===== src/rtl/arith_pkg.sv =====
// Shared arithmetic-library definitions: FSM state encoding, data width and
// the quotient reported for a divide-by-zero.
package arith_pkg;

   localparam int WIDTH = 4;

   localparam logic [WIDTH-1:0] DZ_QUOT = 4'hF;

   typedef enum logic [1:0] {
      IDLE = 2'd0,
      RUN  = 2'd1,
      DONE = 2'd2
   } state_t;

endpackage


===== src/rtl/div4_seq_if.sv =====
// Request/result bundle of the sequential divider. The requester drives
// start/a/b; the divider drives the status and result lines.
interface div4_seq_if;
   import arith_pkg::*;

   logic             start;
   logic [WIDTH-1:0] a;
   logic [WIDTH-1:0] b;
   logic             busy;
   logic             done;
   logic [WIDTH-1:0] q;
   logic [WIDTH-1:0] r;
   logic             dz;

   modport master (
      output start, a, b,
      input  busy, done, q, r, dz
   );

   modport slave (
      input  start, a, b,
      output busy, done, q, r, dz
   );

endinterface


===== src/rtl/full_add.sv =====
// One-bit full adder cell of the arithmetic library.
module full_add (
   input  logic a,
   input  logic b,
   input  logic ci,
   output logic s,
   output logic co
);

   assign s  = a ^ b ^ ci;
   assign co = (a & b) | (ci & (a ^ b));

endmodule


===== src/rtl/sub5.sv =====
// 5-bit ripple subtractor d = a - b, built as a + ~b + 1 from full_add cells.
// co = 1 means no borrow (a >= b).
module sub5 (
   input  logic [4:0] a,
   input  logic [4:0] b,
   output logic [4:0] d,
   output logic       co
);

   logic [5:0] c_s;

   assign c_s[0] = 1'b1;

   for (genvar i = 0; i < 5; i++) begin : g_bit
      full_add u_fa (
         .a  (a[i]),
         .b  (~b[i]),
         .ci (c_s[i]),
         .s  (d[i]),
         .co (c_s[i+1])
      );
   end

   assign co = c_s[5];

endmodule


===== src/rtl/div4_seq.sv =====
// Sequential 4-bit unsigned restoring divider. One quotient bit per clock,
// MSB first, through a 5-bit ripple subtractor. b == 0 short-circuits to
// DONE with q = 4'hF, r = a and dz set.
module div4_seq
   import arith_pkg::*;
(
   input  logic      clk,
   input  logic      rst,
   div4_seq_if.slave bus
);

   state_t           state_r;
   state_t           state_nx_s;
   logic             load_s;
   logic             zero_s;
   logic             iter_s;

   logic [WIDTH-1:0] dvd_r;
   logic [WIDTH-1:0] dvs_r;
   logic [WIDTH-1:0] p_r;
   logic [1:0]       cnt_r;
   logic [WIDTH-1:0] q_r;
   logic [WIDTH-1:0] r_r;
   logic             dz_r;
   logic             busy_r;
   logic             done_r;

   logic [4:0]       t_s;
   logic [4:0]       diff_s;
   logic             co_s;
   logic             qbit_s;
   logic [WIDTH-1:0] p_nx_s;

   assign t_s = {p_r, dvd_r[WIDTH-1]};

   sub5 u_sub (
      .a  (t_s),
      .b  ({1'b0, dvs_r}),
      .d  (diff_s),
      .co (co_s)
   );

   // Quotient bit and next partial remainder. Because P < divisor, a
   // non-borrowing difference always fits in 4 bits, so diff_s[4] is 0
   // whenever co_s is 1; folding it in keeps the full difference in use.
   always_comb begin
      qbit_s = co_s & ~diff_s[4];
      if (qbit_s) begin
         p_nx_s = diff_s[WIDTH-1:0];
      end else begin
         p_nx_s = t_s[WIDTH-1:0];
      end
   end

   // FSM state register.
   always_ff @(posedge clk) begin
      if (rst) begin
         state_r <= IDLE;
      end else begin
         state_r <= state_nx_s;
      end
   end

   // Next-state decode and datapath strobes.
   always_comb begin
      state_nx_s = state_r;
      load_s     = 1'b0;
      zero_s     = 1'b0;
      iter_s     = 1'b0;
      case (state_r)
         IDLE: begin
            if (bus.start) begin
               if (bus.b != 4'd0) begin
                  load_s     = 1'b1;
                  state_nx_s = RUN;
               end else begin
                  zero_s     = 1'b1;
                  state_nx_s = DONE;
               end
            end else begin
               state_nx_s = IDLE;
            end
         end
         RUN: begin
            iter_s = 1'b1;
            if (cnt_r == 2'd3) begin
               state_nx_s = DONE;
            end else begin
               state_nx_s = RUN;
            end
         end
         DONE: begin
            state_nx_s = IDLE;
         end
         default: begin
            state_nx_s = IDLE;
         end
      endcase
   end

   // Operand, remainder, counter and result registers.
   always_ff @(posedge clk) begin
      if (rst) begin
         dvd_r <= 4'd0;
         dvs_r <= 4'd0;
         p_r   <= 4'd0;
         cnt_r <= 2'd0;
         q_r   <= 4'd0;
         r_r   <= 4'd0;
         dz_r  <= 1'b0;
      end else if (load_s) begin
         dvd_r <= bus.a;
         dvs_r <= bus.b;
         p_r   <= 4'd0;
         cnt_r <= 2'd0;
         dz_r  <= 1'b0;
      end else if (zero_s) begin
         q_r  <= DZ_QUOT;
         r_r  <= bus.a;
         dz_r <= 1'b1;
      end else if (iter_s) begin
         dvd_r <= {dvd_r[WIDTH-2:0], 1'b0};
         p_r   <= p_nx_s;
         cnt_r <= cnt_r + 2'd1;
         q_r   <= {q_r[WIDTH-2:0], qbit_s};
         if (cnt_r == 2'd3) begin
            r_r <= p_nx_s;
         end else begin
            r_r <= r_r;
         end
      end
   end

   // Status flags registered from the next state so they track the FSM.
   always_ff @(posedge clk) begin
      if (rst) begin
         busy_r <= 1'b0;
         done_r <= 1'b0;
      end else begin
         busy_r <= (state_nx_s == RUN);
         done_r <= (state_nx_s == DONE);
      end
   end

   assign bus.busy = busy_r;
   assign bus.done = done_r;
   assign bus.q    = q_r;
   assign bus.r    = r_r;
   assign bus.dz   = dz_r;

endmodule

===== src/flat_wrapper.sv =====
// flat-port wrapper written by rule: the top's interface ports become plain ports
module div4_seq_flat import arith_pkg::*;
  (clk, rst, bus_start, bus_a, bus_b, bus_busy, bus_done, bus_q, bus_r, bus_dz);
  div4_seq_if bus_i ();
  input  logic clk;
  input  logic rst;
  input wire logic [$bits(bus_i.start)-1:0] bus_start;
  input wire logic [$bits(bus_i.a)-1:0] bus_a;
  input wire logic [$bits(bus_i.b)-1:0] bus_b;
  output wire logic [$bits(bus_i.busy)-1:0] bus_busy;
  output wire logic [$bits(bus_i.done)-1:0] bus_done;
  output wire logic [$bits(bus_i.q)-1:0] bus_q;
  output wire logic [$bits(bus_i.r)-1:0] bus_r;
  output wire logic [$bits(bus_i.dz)-1:0] bus_dz;
  assign bus_i.start = bus_start;
  assign bus_i.a = bus_a;
  assign bus_i.b = bus_b;
  assign bus_busy = bus_i.busy;
  assign bus_done = bus_i.done;
  assign bus_q = bus_i.q;
  assign bus_r = bus_i.r;
  assign bus_dz = bus_i.dz;
  div4_seq u_core (.clk(clk), .rst(rst), .bus(bus_i));
endmodule

===== config.mk =====
export PLATFORM = sky130hd
export DESIGN_NAME = div4_seq_flat
export DESIGN_NICKNAME = d
export VERILOG_FILES = /design/src/rtl/arith_pkg.sv /design/src/rtl/div4_seq_if.sv /design/src/rtl/full_add.sv /design/src/rtl/sub5.sv /design/src/rtl/div4_seq.sv /design/src/flat_wrapper.sv
export SDC_FILE = /design/constraint.sdc
export NUM_CORES = 1
export LEC_CHECK = 0
export ABC_AREA = 1
export BUFFER_PORTS_ARGS = -buffer_cell sky130_fd_sc_hd__buf_2
export CAP_MARGIN = 25
export CORE_UTILIZATION = 30
export CTS_BUF_LIST = sky130_fd_sc_hd__clkbuf_4
export DETAILED_ROUTE_END_ITERATION = 12
export GPL_TIMING_DRIVEN = 0
export HOLD_SLACK_MARGIN = 0.03
export PLACE_DENSITY = 0.52
export RECOVER_POWER = 100
export SLEW_MARGIN = 20
export SYNTH_ARGS = -nofsm -noshare
export SYNTH_HDL_FRONTEND = slang
export SYNTH_HIERARCHICAL = 1
export SYNTH_SLANG_ARGS = --single-unit

===== constraint.sdc =====
create_clock -name clk -period 3.24 [get_ports clk]
set_input_delay 0.648 -clock clk [delete_from_list [all_inputs] [get_ports clk]]
set_output_delay 0.648 -clock clk [all_outputs]
set_load 0.005 [all_outputs]

[After elaboration in Yosys (flattened, before gate mapping)]
Cells that the tools add are included.
Word-level totals
  flip-flop bits (word level): 27
  bits of input ports: 11
  output and inout bits: 11
Cells by class
  add/subtract/negate cells: 1
  eq/ne operators: 5
  multiplexer cells: 20
  bitwise operators: 31
  reduce and logical (&&, ||, !) cells: 10
Operators by type and width (number)
  2-to-1 mux 4 bit: 9
  bitwise AND 1 bit: 9
  inverter 1 bit: 9
  bitwise XOR 1 bit: 8
  2-to-1 mux 1 bit: 7
  2-to-1 mux 2 bit: 3
  AND reduction 2 bit: 3
  nonzero test 2 bit: 3
  bitwise OR 1 bit: 5
  == test 2 x 1 -> 1 bit, second input constant: 2
  == test 2 bit, second input constant: 2
  one-hot mux 2 bit (2 select lines): 1
  nonzero test 4 bit: 1
  AND reduction 3 bit: 1
  adder 2 x 1 -> 2 bit, second input constant: 1
  logical NOT 2 bit: 1
  inequality test 2 x 1 -> 1 bit, second input constant: 1
  OR reduction 2 bit: 1

[Longest topological paths before layout]
Gate-level depths: netlist of run 1.
  depth in word-level cells: 16
  mapped depth: 14
  depth with buffers taken out: 14

[Modules after synthesis]
Netlist of run 1, hierarchy kept.
Modules (own cells, without submodules)
  div4_seq: instances 1, cells each 178, area each 1280.0 µm², seq. area each 540.5 µm²
  full_add: instances 5, cells each 1, area each 20.0 µm², seq. area each 0.0 µm²
  sub5: instances 1, cells each 6, area each 22.5 µm², seq. area each 0.0 µm²

[Worst setup path before layout of run 1]
Ideal clock, no wire load.
  path type: flip-flop to flip-flop
  start point: register u_core.dvs_r[0]
  end point: register u_core.r_r[0], in the netlist u_core/bus.r[0]
  arrival: 2.888 ns
  slack: 0.288 ns
  stages on the path, launching flop included: 14
  path buffers: 0
  clock period less this slack: 2.952 ns
  path through: dfxtp_1 > inv_1 > fa_1 > fa_1 > fa_1 > fa_1 > fa_1 > nor2_1 > nand2_1 > nand2_1 > nand2_1 > nand2_1 > nor2_1 > nor2_1
Between the ends
  cells in the longest elaborated chain, start to end: 16
RTL lines
  start: declaration: line div4_seq.sv:19  | logic [WIDTH-1:0] dvs_r;
  start signal: assignment: line div4_seq.sv:113  | dvs_r <= bus.b;
  inverter 1 bit *: line sub5.sv:17  | .b (~b[i]),
  bitwise AND 1 bit / bitwise XOR 1 bit (equally long branches): line full_add.sv:11  | assign co = (a & b) | (ci & (a ^ b));
  bitwise OR 1 bit *: line full_add.sv:11
  named net u_core.u_sub.c_s[1]: line sub5.sv:10  | logic [5:0] c_s;
  bitwise AND 1 bit *: line full_add.sv:11
  bitwise OR 1 bit *: line full_add.sv:11
  named net u_core.u_sub.c_s[2]: line sub5.sv:10
  bitwise AND 1 bit *: line full_add.sv:11
  [1 not listed]
  named net u_core.u_sub.c_s[3]: line sub5.sv:10
  [2 not listed]
  named net u_core.u_sub.c_s[4]: line sub5.sv:10
  bitwise XOR 1 bit *: line full_add.sv:10  | assign s = a ^ b ^ ci;
  named net u_core.diff_s[4]: line div4_seq.sv:29  | logic [4:0] diff_s;
  inverter 1 bit *: line div4_seq.sv:47  | qbit_s = co_s & ~diff_s[4];
  bitwise AND 1 bit *: line div4_seq.sv:47
  2-to-1 mux 4 bit *: line div4_seq.sv:48  | if (qbit_s) begin
  2-to-1 mux 4 bit *: line div4_seq.sv:126  | if (cnt_r == 2'd3) begin
  2-to-1 mux 4 bit *: line div4_seq.sv:121  | end else if (iter_s) begin
  2-to-1 mux 4 bit *: line div4_seq.sv:117  | end else if (zero_s) begin
  end signal: assignment: line div4_seq.sv:119  | r_r <= bus.a;
  end signal: assignment: line div4_seq.sv:127  | r_r <= p_nx_s;
  end signal: assignment: line div4_seq.sv:129  | r_r <= r_r;
  end: declaration: line div4_seq.sv:23  | logic [WIDTH-1:0] r_r;
Mark *: on every way through the listed nets, which the timed path passes. The rest lies on a longest branch. The select of a mux whose other input is x is not followed.
A chain may end at the register's enable or synchronous reset.

[Worst setup path in the final report of run 1]
  start point: register u_core.dvd_r[3]
  end point: register u_core.r_r[0], in the netlist u_core/bus.r[0]
Between the ends
  cells in the longest elaborated chain, start to end: 15
RTL lines
  start: declaration: line div4_seq.sv:18  | logic [WIDTH-1:0] dvd_r;
  start signal: assignment: line div4_seq.sv:112  | dvd_r <= bus.a;
  start signal: assignment: line div4_seq.sv:122  | dvd_r <= {dvd_r[WIDTH-2:0], 1'b0};
  bitwise AND 1 bit / bitwise XOR 1 bit (equally long branches): line full_add.sv:11
  bitwise OR 1 bit *: line full_add.sv:11
  named net u_core.u_sub.c_s[1]: line sub5.sv:10
  bitwise AND 1 bit *: line full_add.sv:11
  bitwise OR 1 bit *: line full_add.sv:11
  named net u_core.u_sub.c_s[2]: line sub5.sv:10
  bitwise AND 1 bit *: line full_add.sv:11
  bitwise OR 1 bit *: line full_add.sv:11
  named net u_core.u_sub.c_s[3]: line sub5.sv:10
  [2 not listed]
  named net u_core.u_sub.c_s[4]: line sub5.sv:10
  bitwise XOR 1 bit *: line full_add.sv:10
  named net u_core.diff_s[4]: line div4_seq.sv:29
  inverter 1 bit *: line div4_seq.sv:47
  bitwise AND 1 bit *: line div4_seq.sv:47
  2-to-1 mux 4 bit *: line div4_seq.sv:48
  2-to-1 mux 4 bit *: line div4_seq.sv:126
  2-to-1 mux 4 bit *: line div4_seq.sv:121
  2-to-1 mux 4 bit *: line div4_seq.sv:117
Marked as above.

==> impl_metrics.env, run 1 <==
export IMPL_ys_seq_elements=27
export IMPL_path_clk_slew_ps=160
export IMPL_status="finished clean"
export IMPL_hpwl_mm=2.24
export IMPL_hp_class="flip-flop to flip-flop"
export IMPL_synth_cell_type_count=22
export IMPL_io_pins=22
export IMPL_clock_latency_ps=340
export IMPL_final_core_util_pct=36.0
export IMPL_fin_skew_ps=16.6
export IMPL_place_area_mm2=0.00157
export IMPL_grt_setup_unrepaired="no"
export IMPL_syn_mean_instance_area_um2=7.42
export IMPL_finalMaxSlewViolations=0
export IMPL_area_growth_syn_to_layout_pct=13.2
export IMPL_drt_iter0_drc=63
export IMPL_max_cap_violations=0
export IMPL_fp_dieW_um=70.4
export IMPL_fmax_ghz=0.327
export IMPL_yosysSeqAreaShare_pct=38.5
export IMPL_powerDensity_mw_per_mm2=415
export IMPL_worst_slew_pin_slew_ps=756
export IMPL_grt_overflow=0
export IMPL_p_int_w=0.000457
export IMPL_p_clk_share_pct=24.0
export IMPL_final_cell_area_mm2=0.00159
export IMPL_synth_fp_nets=206
export IMPL_fin_ws_ps=182
export IMPL_ys_warnings_count=6
export IMPL_grt_pass1_wl_mm=4.92
export IMPL_end_kind="flip-flop"
export IMPL_syn_inst=189
export IMPL_cts_sinks=27
export IMPL_clockBufferDepth=2
export IMPL_setup_viol=0
export IMPL_antenna_found_initial=0
export IMPL_yosys_top_cells_area="dfxtp_1 39%, nand2_1 14%, nor2_1 8.0%"
export IMPL_switching_share_pct=30.6
export IMPL_num_rows=24
export IMPL_pwr_share_seq_pct=55.0
export IMPL_synth_top_area_share_pct=38.5
export IMPL_gp_congestion=0.739
export IMPL_ir_drop_v=0.000310
export IMPL_initial_utilization_pct=31.8
export IMPL_vias_per_cell=4.34
export IMPL_final_seq_area_um2=543
export IMPL_cts_root_buf="clkbuf_4"
export IMPL_post_cts_repair_setup_buffers=0
export IMPL_cts_tree="yes"
export IMPL_path_max_fanout=4
export IMPL_critPathKind="flip-flop to flip-flop"
export IMPL_p_leak_nw=0.783
export IMPL_fillers=479
export IMPL_yosysTopAreaCell="dfxtp_1"
export IMPL_postRouteAntennaNets=0
export IMPL_slew_headroom_pct=49.4
export IMPL_portBuffers=20
export IMPL_nets=231
export IMPL_min_period_over_period_pct=94.4
export IMPL_grt_pass1_vias=1000
export IMPL_critical_path_arrival_ps=3340
export IMPL_multi_input_area_um2=716
export IMPL_wl_per_cell_um=11.1
export IMPL_cp_start_kind="flip-flop"
export IMPL_dieHeight_um=70.4
export IMPL_die_area_mm2=0.00495
export IMPL_synthesis_area_mm2=0.00140
export IMPL_finalHoldViolCount=0
export IMPL_core_mm2=0.00441
export IMPL_antennaDiodeCount=0
export IMPL_grtUsageTotal_pct=12.7
export IMPL_critPathRequiredTime_ps=3520
export IMPL_dp_slack_ps=-43.5
export IMPL_first_pass_iters=4
export IMPL_grt_max_degree=18
export IMPL_vias=1150
export IMPL_hold_buffers=0
export IMPL_fin_hold_ws_ps=480
export IMPL_pwr_share_comb_pct=21.0
export IMPL_htree_levels=1
export IMPL_cts_buffers=3
export IMPL_drc=0
export IMPL_switching_power_w=0.000202
export IMPL_layout_min_cycle_time_ps=3060
export IMPL_routed_wl_mm=2.94
export IMPL_drive_gt1_share_pct=21.1
cells by family (layout without fill, tap and decap cells):
group | count (synthesis) | in the layout | share of synthesized area [%]
simple gates | 105 | 105 | 34.9
buf+inv | 29 | 53 | 10.3
flops | 27 | 27 | 38.5
xor+xnor | 1 | 1 | 0.625
fa+ha+maj | 6 | 6 | 8.03
compound gates | 19 | 19 | 7.14
other cells | 2 | 2 | 0.535
worst max-delay path: stages (launching register included):
cell     delay [ps]
dfxtp_2         370
fa_1            430
fa_1            390
fa_2            350
fa_2            350
fa_2            580
inv_1            60
nand2_2          80
nand2_1          50
nand2_1         100
nand2_1          60
nand2_1          70
nor2_1           50
nor2_1           70
area by class of cell:
| cell class | instances | share of cell area, % |
|---|---|---|
| inverter | 23 | 5.44 |
| clock inverter | 1 | 0.552 |
| buffer | 6 | 3.15 |
| sequential | 27 | 34.2 |
| tap | 52 | 4.10 |
| clock buffer | 3 | 1.42 |
| multi-input combinational | 133 | 45.1 |
| timing repair buffer | 20 | 6.07 |
Yosys cell counts:
master    count
a21oi_1      11
inv_2         5
buf_6         4
nand3_1       7
o21ai_0       6
o21bai_1      2
nand3_2       1
nor2_4        4
nand2_1      52
fa_1          5
buf_4         1
conb_1        2
dfxtp_1      27
nand3b_1      4
nand2_4       2
xnor2_1       1
nor2_1       30
ha_1          1
nand2_2       3
buf_2         1
inv_1        18
nor3_2        2
path summary, 6_finish.rpt:
kind / from / to / slack [ps] / cells after the start
worst max-delay path: u_core/dvd_r[3]$_SDFFE_PP0P_ / u_core/bus.r[0]$_SDFFE_PP0P_ / 180 / 13
worst min-delay path: u_core/cnt_r[1]$_SDFFE_PP0P_ / u_core/cnt_r[1]$_SDFFE_PP0P_ / 480 / 2
worst max register to register: u_core/dvd_r[3]$_SDFFE_PP0P_ / u_core/bus.r[0]$_SDFFE_PP0P_ / 180 / 13
worst min register to register: u_core/cnt_r[1]$_SDFFE_PP0P_ / u_core/cnt_r[1]$_SDFFE_PP0P_ / 480 / 2
through the flow:
stage,power [W],TNS (ps),cells
5_1_grt,0.000704,0,265
2_1_floorplan,0.000468,0,189
4_1_cts,0.000671,0,265
3_5_place_dp,0.000506,-149,261
3_3_place_gp,0.000506,-4.58,261
6_report,0.000659,0,265
power by group through the flow:
| stage | Sequential [W] | Clock, W | Combinational [W] |
|---|---|---|---|
| after global placement | 0.000369 | 0 | 0.000137 |
| after detailed placement | 0.000369 | 0 | 0.000137 |
| final | 0.000362 | 0.000158 | 0.000139 |
| after CTS | 0.000362 | 0.000169 | 0.000140 |
| after global routing | 0.000365 | 0.000180 | 0.000159 |
| after floorplan | 0.000368 | 0 | 0.0000999 |
state kept, by name, summed over array words and instances, names as in the netlist, 2 cells and up:
| name | count |
|---|---|
| u_core/bus.r | 4 |
| u_core/dvs_r | 4 |
| u_core/p_r | 4 |
| u_core/bus.q | 4 |
| u_core/state_r | 2 |
| u_core/cnt_r | 2 |
| u_core/dvd_r | 4 |
placed cells by master, fill, tap and decap left out:
master    Yosys  final
nand2_1      52     54
nor2_1       30     30
dfxtp_1      27     25
inv_1        18     19
buf_2         1     18
a21oi_1      11     11
nand3_1       7      7
o21ai_0       6      6
clkbuf_1      0      4
inv_2         5      4
nor2_4        4      4
nand3b_1      4      4
clkbuf_4      0      3
buf_6         4      3
fa_2          0      3
nand2_2       3      2
nor3_2        2      2
o21bai_1      2      2
dfxtp_2       0      2
conb_1        2      2
fa_1          5      2
inv_6         0      1
nand2_4       2      1
buf_4         1      1
nand3_2       1      1
xnor2_1       1      1
ha_1          1      1
per-layer routing:
layer  share of wire [%]  wire length, um  global-route usage (%)
met5                   0                0                       0
met4                0.51               15                    2.00
met3                 3.9              116                    3.90
met2                  41             1220                    19.2
met1                  54             1590                    17.9
repair_timing:
item | CTS | global route
pin swaps | 0 | 1
endpoints found under the setup margin | 4 | 7
resized for setup | 1 | 7
(Power assumes the default switching activity.)
==> run 2: changes to the inputs <==
Settings changed: CORE_UTILIZATION 30 to 58, PLACE_DENSITY 0.52 to 0.85.
==> impl_metrics.env, run 2 (same netlist as run 1, synthesis figures left out) <==
export IMPL_cts_tree="yes"
export IMPL_mostFrequentLayoutCell="nand2_1"
export IMPL_path_delay_family="adder cells"
export IMPL_die_area_mm2=0.00262
export IMPL_max_cap_violations=0
export IMPL_post_cts_repair_setup_buffers=0
export IMPL_num_rows=17
export IMPL_antennaDiodeCount=0
export IMPL_nets=231
export IMPL_path_cells="fa_2 -> fa_2 -> fa_1 -> fa_2 -> fa_2 -> inv_1 -> nand2_2 -> nand2_1 -> nand2_1 -> nand2_1 -> nand2_1 -> nor2_1 -> nor2_1"
export IMPL_clock_latency_ps=320
export IMPL_max_stage_delay_ps=580
export IMPL_p_leak_nw=0.785
export IMPL_final_cell_mix="54 x nand2_1, 30 x nor2_1, 26 x dfxtp_1, 19 x buf_2, 19 x inv_1"
export IMPL_critPathKind="flip-flop to flip-flop"
export IMPL_drc=0
export IMPL_clockBufferDepth=2
export IMPL_postRouteAntennaNets=0
export IMPL_path_max_fanout=4
export IMPL_crit_slowest_cell="fa_2"
export IMPL_grt_overflow=0
export IMPL_min_period_over_period_pct=94.9
export IMPL_critPathRequiredTime_ps=3500
export IMPL_area_growth_syn_to_layout_pct=10.6
export IMPL_first_pass_iters=4
export IMPL_cts_buffers=3
export IMPL_cts_sinks=27
export IMPL_layout_min_cycle_time_ps=3070
export IMPL_hold_buffers=0
export IMPL_p_clk_share_pct=22.3
export IMPL_fp_dieW_um=51.2
export IMPL_grt_use_met2_pct=45.2
export IMPL_powerDensity_mw_per_mm2=419
export IMPL_vias=1220
export IMPL_pwr_share_seq_pct=55.8
export IMPL_portBuffers=20
export IMPL_path_clk_slew_ps=140
export IMPL_r2r_setup_slack_ps=170
export IMPL_hpwl_mm=2.27
export IMPL_worst_path_buf_inv=1
export IMPL_initial_utilization_pct=62.2
export IMPL_worst_slew_pin_slew_ps=741
export IMPL_end_kind="flip-flop"
export IMPL_grt_pass1_wl_mm=5.22
export IMPL_dieHeight_um=51.2
export IMPL_io_pins=22
export IMPL_antenna_found_initial=0
export IMPL_critical_path_arrival_ps=3340
export IMPL_gp_congestion=0.827
export IMPL_cts_root_buf="clkbuf_4"
export IMPL_status="finished clean"
export IMPL_setup_viol=0
export IMPL_grtUsageTotal_pct=26.6
export IMPL_use_met3_pct=3.27
export IMPL_finalMaxSlewViolations=0
export IMPL_wl_per_cell_um=12.2
export IMPL_grt_pass1_vias=1190
export IMPL_cp_start_kind="flip-flop"
export IMPL_busiest_layer="met2"
export IMPL_drive_gt1_share_pct=21.1
export IMPL_vias_per_cell=5.06
export IMPL_dp_slack_ps=-47.8
export IMPL_final_core_util_pct=68.8
export IMPL_slew_headroom_pct=50.4
export IMPL_drt_iter0_drc=29
export IMPL_fin_skew_ps=4.66
export IMPL_hp_class="flip-flop to flip-flop"
export IMPL_fmax_ghz=0.325
export IMPL_switching_share_pct=30.1
export IMPL_grt_use_met1_pct=34.8
export IMPL_routed_wl_mm=2.95
export IMPL_fin_ws_ps=165
export IMPL_htree_levels=1
export IMPL_p_int_w=0.000454
export IMPL_switching_power_w=0.000196
export IMPL_ir_drop_v=0.000296
export IMPL_finalHoldViolCount=0
export IMPL_core_mm2=0.00225
export IMPL_pwr_share_comb_pct=21.9
export IMPL_grt_max_degree=16
==> run 2: final timing paths <==
check	end	startpoint	depth (start not counted)
setup / recovery	u_core/bus.r[3]$_SDFFE_PP0P_	u_core/dvd_r[3]$_SDFFE_PP0P_	13
hold / removal	u_core/dvs_r[1]$_SDFFE_PP0P_	u_core/dvs_r[1]$_SDFFE_PP0P_	2
setup reg to reg	u_core/bus.r[3]$_SDFFE_PP0P_	u_core/dvd_r[3]$_SDFFE_PP0P_	13
hold reg to reg	u_core/dvs_r[1]$_SDFFE_PP0P_	u_core/dvs_r[1]$_SDFFE_PP0P_	2
==> run 2: per-stage QoR <==
stage	total power [W]	TNS, ps	hold WS, ps	std cells	instance area [um^2]
after CTS	0.000647	0	475	241	1570
after detailed placement	0.000507	-78.4	455	237	1540
after floorplan	0.000468	0	439	189	1400
after global routing	0.000687	-3.86	509	241	1550
after global placement	0.000498	0	449	237	1540
final	0.000650	0	473	241	1550
==> run 2: worst reg2reg max path, delay by kind of cell (launching register included) <==
kind / cells / cell delay (ps)
adders and majority gates: 5 / 2100
and+or+nand+nor: 7 / 480
DFF: 1 / 380
buffers and inverters: 1 / 60
==> run 2: power by group through the flow <==
stage / Clock [W] / Sequential [W] / Combinational (W)
2_1_floorplan: 0 / 0.000368 / 0.0000999
3_3_place_gp: 0 / 0.000368 / 0.000130
3_5_place_dp: 0 / 0.000369 / 0.000138
4_1_cts: 0.000146 / 0.000362 / 0.000140
5_1_grt: 0.000161 / 0.000365 / 0.000161
6_report: 0.000145 / 0.000362 / 0.000143
==> run 2: cell type report <==
cell class / count / area (um^2)
Buffer: 6 / 50.0
Clock buffer: 3 / 22.5
Clock inverter: 1 / 5.00
Fill cell: 197 / 703
Inverter: 23 / 86.3
Multi-Input combinational cell: 133 / 713
Sequential cell: 27 / 542
Tap cell: 28 / 35.0
Timing Repair Buffer: 20 / 97.6
==> run 2: metal layers <==
layer  up-vias  share of wire, %  wire (um)
li1        621                 -          -
met1       565                45       1330
met2        30                50       1470
met3         4               4.5        132
met4         0              0.61         18
met5         -                 0          0
==> run 2: repair_timing <==
item / 4_1_cts / 5_1_grt
pin swaps: 0 / 1
resized for setup: 1 / 7
endpoints found under the setup margin: 5 / 8
==> run 3: changes to the inputs <==
Settings changed: ABC_AREA 1 to unset, CORE_UTILIZATION 58 to 57.
==> impl_metrics.env, run 3 <==
export IMPL_status="finished clean"
export IMPL_pwr_share_seq_pct=55.6
export IMPL_ys_seq_elements=27
export IMPL_grt_max_degree=16
export IMPL_vias_per_cell=5.87
export IMPL_p_leak_nw=0.563
export IMPL_synth_most_common_cell="dfxtp_1"
export IMPL_num_rows=17
export IMPL_synth_top_area_share_pct=40.9
export IMPL_mostFrequentLayoutCell="dfxtp_1"
export IMPL_portBuffers=21
export IMPL_finalMaxSlewViolations=0
export IMPL_end_kind="flip-flop"
export IMPL_fp_dieW_um=50.1
export IMPL_met3WireLength_um=110
export IMPL_die_area_mm2=0.00251
export IMPL_synthTopCellsByCount="27 x dfxtp_1, 13 x nor2_1, 11 x a21oi_1, 9 x nand2_1, 6 x nand3b_1"
export IMPL_fillers=186
export IMPL_switching_share_pct=29.9
export IMPL_syn_inst=137
export IMPL_antenna_found_initial=0
export IMPL_yosys_top_cells_area="dfxtp_1 41%, fa_1 7.6%, a2111oi_2 4.5%"
export IMPL_pwr_share_comb_pct=22.4
export IMPL_routed_wl_mm=2.84
export IMPL_initial_utilization_pct=60.3
export IMPL_synth_fp_nets=154
export IMPL_first_pass_iters=4
export IMPL_wl_per_cell_um=15.0
export IMPL_cp_common_cell="fa_2"
export IMPL_gp_congestion=0.813
export IMPL_critPathKind="flip-flop to flip-flop"
export IMPL_async_flop_share_pct=0
export IMPL_synth_cell_type_count=36
export IMPL_route_top_layer_used="met4"
export IMPL_core_mm2=0.00219
export IMPL_p_clk_share_pct=22.1
export IMPL_yosysSeqAreaShare_pct=40.9
export IMPL_cts_tree="yes"
export IMPL_cp_start_kind="flip-flop"
export IMPL_post_cts_repair_setup_buffers=0
export IMPL_critPathRequiredTime_ps=3470
export IMPL_clockBufferDepth=2
export IMPL_powerDensity_mw_per_mm2=439
export IMPL_fmax_ghz=0.319
export IMPL_grtUsageTotal_pct=24.8
export IMPL_cts_root_buf="clkbuf_4"
export IMPL_io_pins=22
export IMPL_synth_edf_count=0
export IMPL_final_cell_mix="25 x dfxtp_1, 24 x buf_2, 13 x nor2_1, 11 x a21oi_1, 9 x nand2_1"
export IMPL_placed_cells=186
export IMPL_synthesis_area_mm2=0.00132
export IMPL_switching_power_w=0.000198
export IMPL_postRouteAntennaNets=0
export IMPL_layout_min_cycle_time_ps=3140
export IMPL_max_stage_delay_ps=500
export IMPL_ys_warnings_count=6
export IMPL_routed_wl_met2_mm=1.48
export IMPL_path_max_fanout=5
export IMPL_hpwl_mm=2.19
export IMPL_yosysTopAreaCell="dfxtp_1"
export IMPL_grt_pass1_wl_mm=4.68
export IMPL_path_cells="fa_2 -> fa_2 -> fa_2 -> fa_2 -> fa_1 -> nor2b_1 -> buf_4 -> mux2i_1 -> a2111oi_2"
export IMPL_path_clk_slew_ps=150
export IMPL_syn_mean_instance_area_um2=9.64
export IMPL_drt_iter0_drc=25
export IMPL_m1WireLength_mm=1.22
export IMPL_htree_levels=1
export IMPL_setup_viol=0
export IMPL_synth_main_ff_cell="dfxtp_1"
export IMPL_fin_cells=190
export IMPL_fin_skew_ps=5.50
export IMPL_ir_drop_v=0.000306
export IMPL_p_int_w=0.000464
export IMPL_antennaDiodeCount=0
export IMPL_critical_path_arrival_ps=3370
export IMPL_drive_gt1_share_pct=29.0
export IMPL_min_period_over_period_pct=96.8
export IMPL_finalPower_w=0.000661
export IMPL_drc=0
export IMPL_clock_latency_ps=320
export IMPL_finalHoldViolCount=0
export IMPL_crit_slowest_cell="fa_1"
export IMPL_nets=180
export IMPL_grt_pass1_vias=1062
export IMPL_fin_hold_ws_ps=461
export IMPL_cts_sinks=27
export IMPL_max_cap_violations=0
export IMPL_grt_setup_unrepaired="yes"
export IMPL_cts_buffers=3
export IMPL_dieHeight_um=50.1
export IMPL_grt_overflow=0
export IMPL_hp_class="flip-flop to flip-flop"
export IMPL_area_growth_syn_to_layout_pct=14.0
export IMPL_vias=1115
==> run 3: changes by cell type after synthesis, sizes merged, moves of 4 or more <==
cell,change
a2111oi,+4
a211oi,+5
clkbuf,+4
inv,-18
mux2i,+5
nand2,-48
nand3,-7
nand4b,+4
nor2,-19
o221ai,+4
==> run 3: cells by family (layout without fill, tap and decap cells) <==
logic type | count (synthesis) | in the layout | synth area share [%]
AOI/OAI and AO/OA | 32 | 32 | 18.2
xor gates and xnor gates | 1 | 1 | 0.664
adders and majority gates | 6 | 6 | 8.53
buffers and inverters | 15 | 40 | 5.21
DFF | 27 | 27 | 40.9
muxes | 5 | 5 | 3.79
other | 2 | 2 | 0.569
and+or+nand+nor | 49 | 49 | 22.1
==> run 3: stage by stage <==
stage | TNS [ps] | util (%) | setup WS (ps) | cell area (um^2)
2_1_floorplan | 0 | - | 115 | 1320
3_3_place_gp | -285 | 66.6 | -51.1 | 1460
3_5_place_dp | -614 | 66.6 | -124 | 1460
4_1_cts | 0 | 68.5 | 50.7 | 1500
5_1_grt | -31.8 | 68.7 | -17.0 | 1510
6_report | 0 | 68.7 | 103 | 1510
==> run 3: worst paths after layout <==
kind	from	to	slack (ps)	depth (start not counted)
worst max-delay path	u_core/dvd_r[3]$_SDFFE_PP0P_	u_core/p_r[2]$_SDFFE_PP0P_	100	9
worst min-delay path	u_core/bus.dz$_SDFFE_PP0P_	u_core/bus.dz$_SDFFE_PP0P_	460	2
worst max register to register	u_core/dvd_r[3]$_SDFFE_PP0P_	u_core/p_r[2]$_SDFFE_PP0P_	100	9
worst min register to register	u_core/bus.dz$_SDFFE_PP0P_	u_core/bus.dz$_SDFFE_PP0P_	460	2
==> run 3: metal layers <==
layer / vias up / track usage (%)
met5: - / 0
met4: 0 / 10.0
met3: 4 / 4.01
met2: 26 / 41.8
met1: 547 / 31.1
li1: 538 / -
==> run 3: power by group through the flow <==
stage / clock network (W) / registers, W / logic [W]
CTS: 0.000147 / 0.000367 / 0.000145
global placement: 0 / 0.000373 / 0.000134
finish: 0.000146 / 0.000368 / 0.000148
global route: 0.000159 / 0.000370 / 0.000162
detailed placement: 0 / 0.000374 / 0.000142
floorplan: 0 / 0.000372 / 0.000101
==> run 3: area by class of cell <==
| type | count | area, um^2 | area share [%] |
|---|---|---|---|
| Multi-Input combinational cell | 95 | 721 | 47.9 |
| Sequential cell | 27 | 546 | 36.2 |
| Timing Repair Buffer | 21 | 105 | 6.98 |
| Buffer | 10 | 52.6 | 3.49 |
| Tap cell | 28 | 35.0 | 2.33 |
| Clock buffer | 3 | 22.5 | 1.50 |
| Inverter | 5 | 18.8 | 1.25 |
| Clock inverter | 1 | 5.00 | 0.333 |
==> run 3: critical path, delay by kind of cell, from the launching register on <==
| family | cells | cell delay, ps |
|---|---|---|
| and+or+nand+nor | 1 | 50 |
| buffers and inverters | 1 | 150 |
| DFF | 1 | 390 |
| muxes | 1 | 150 |
| AOI/OAI and AO/OA | 1 | 350 |
| adders and majority gates | 5 | 1950 |
==> run 3: what timing repair did <==
item	4_1_cts	5_1_grt
setup endpoints to repair	8	6
resized for setup	6	3
pin swaps	2	1
endpoints found under the hold margin	0	0
hold buffers	0	0
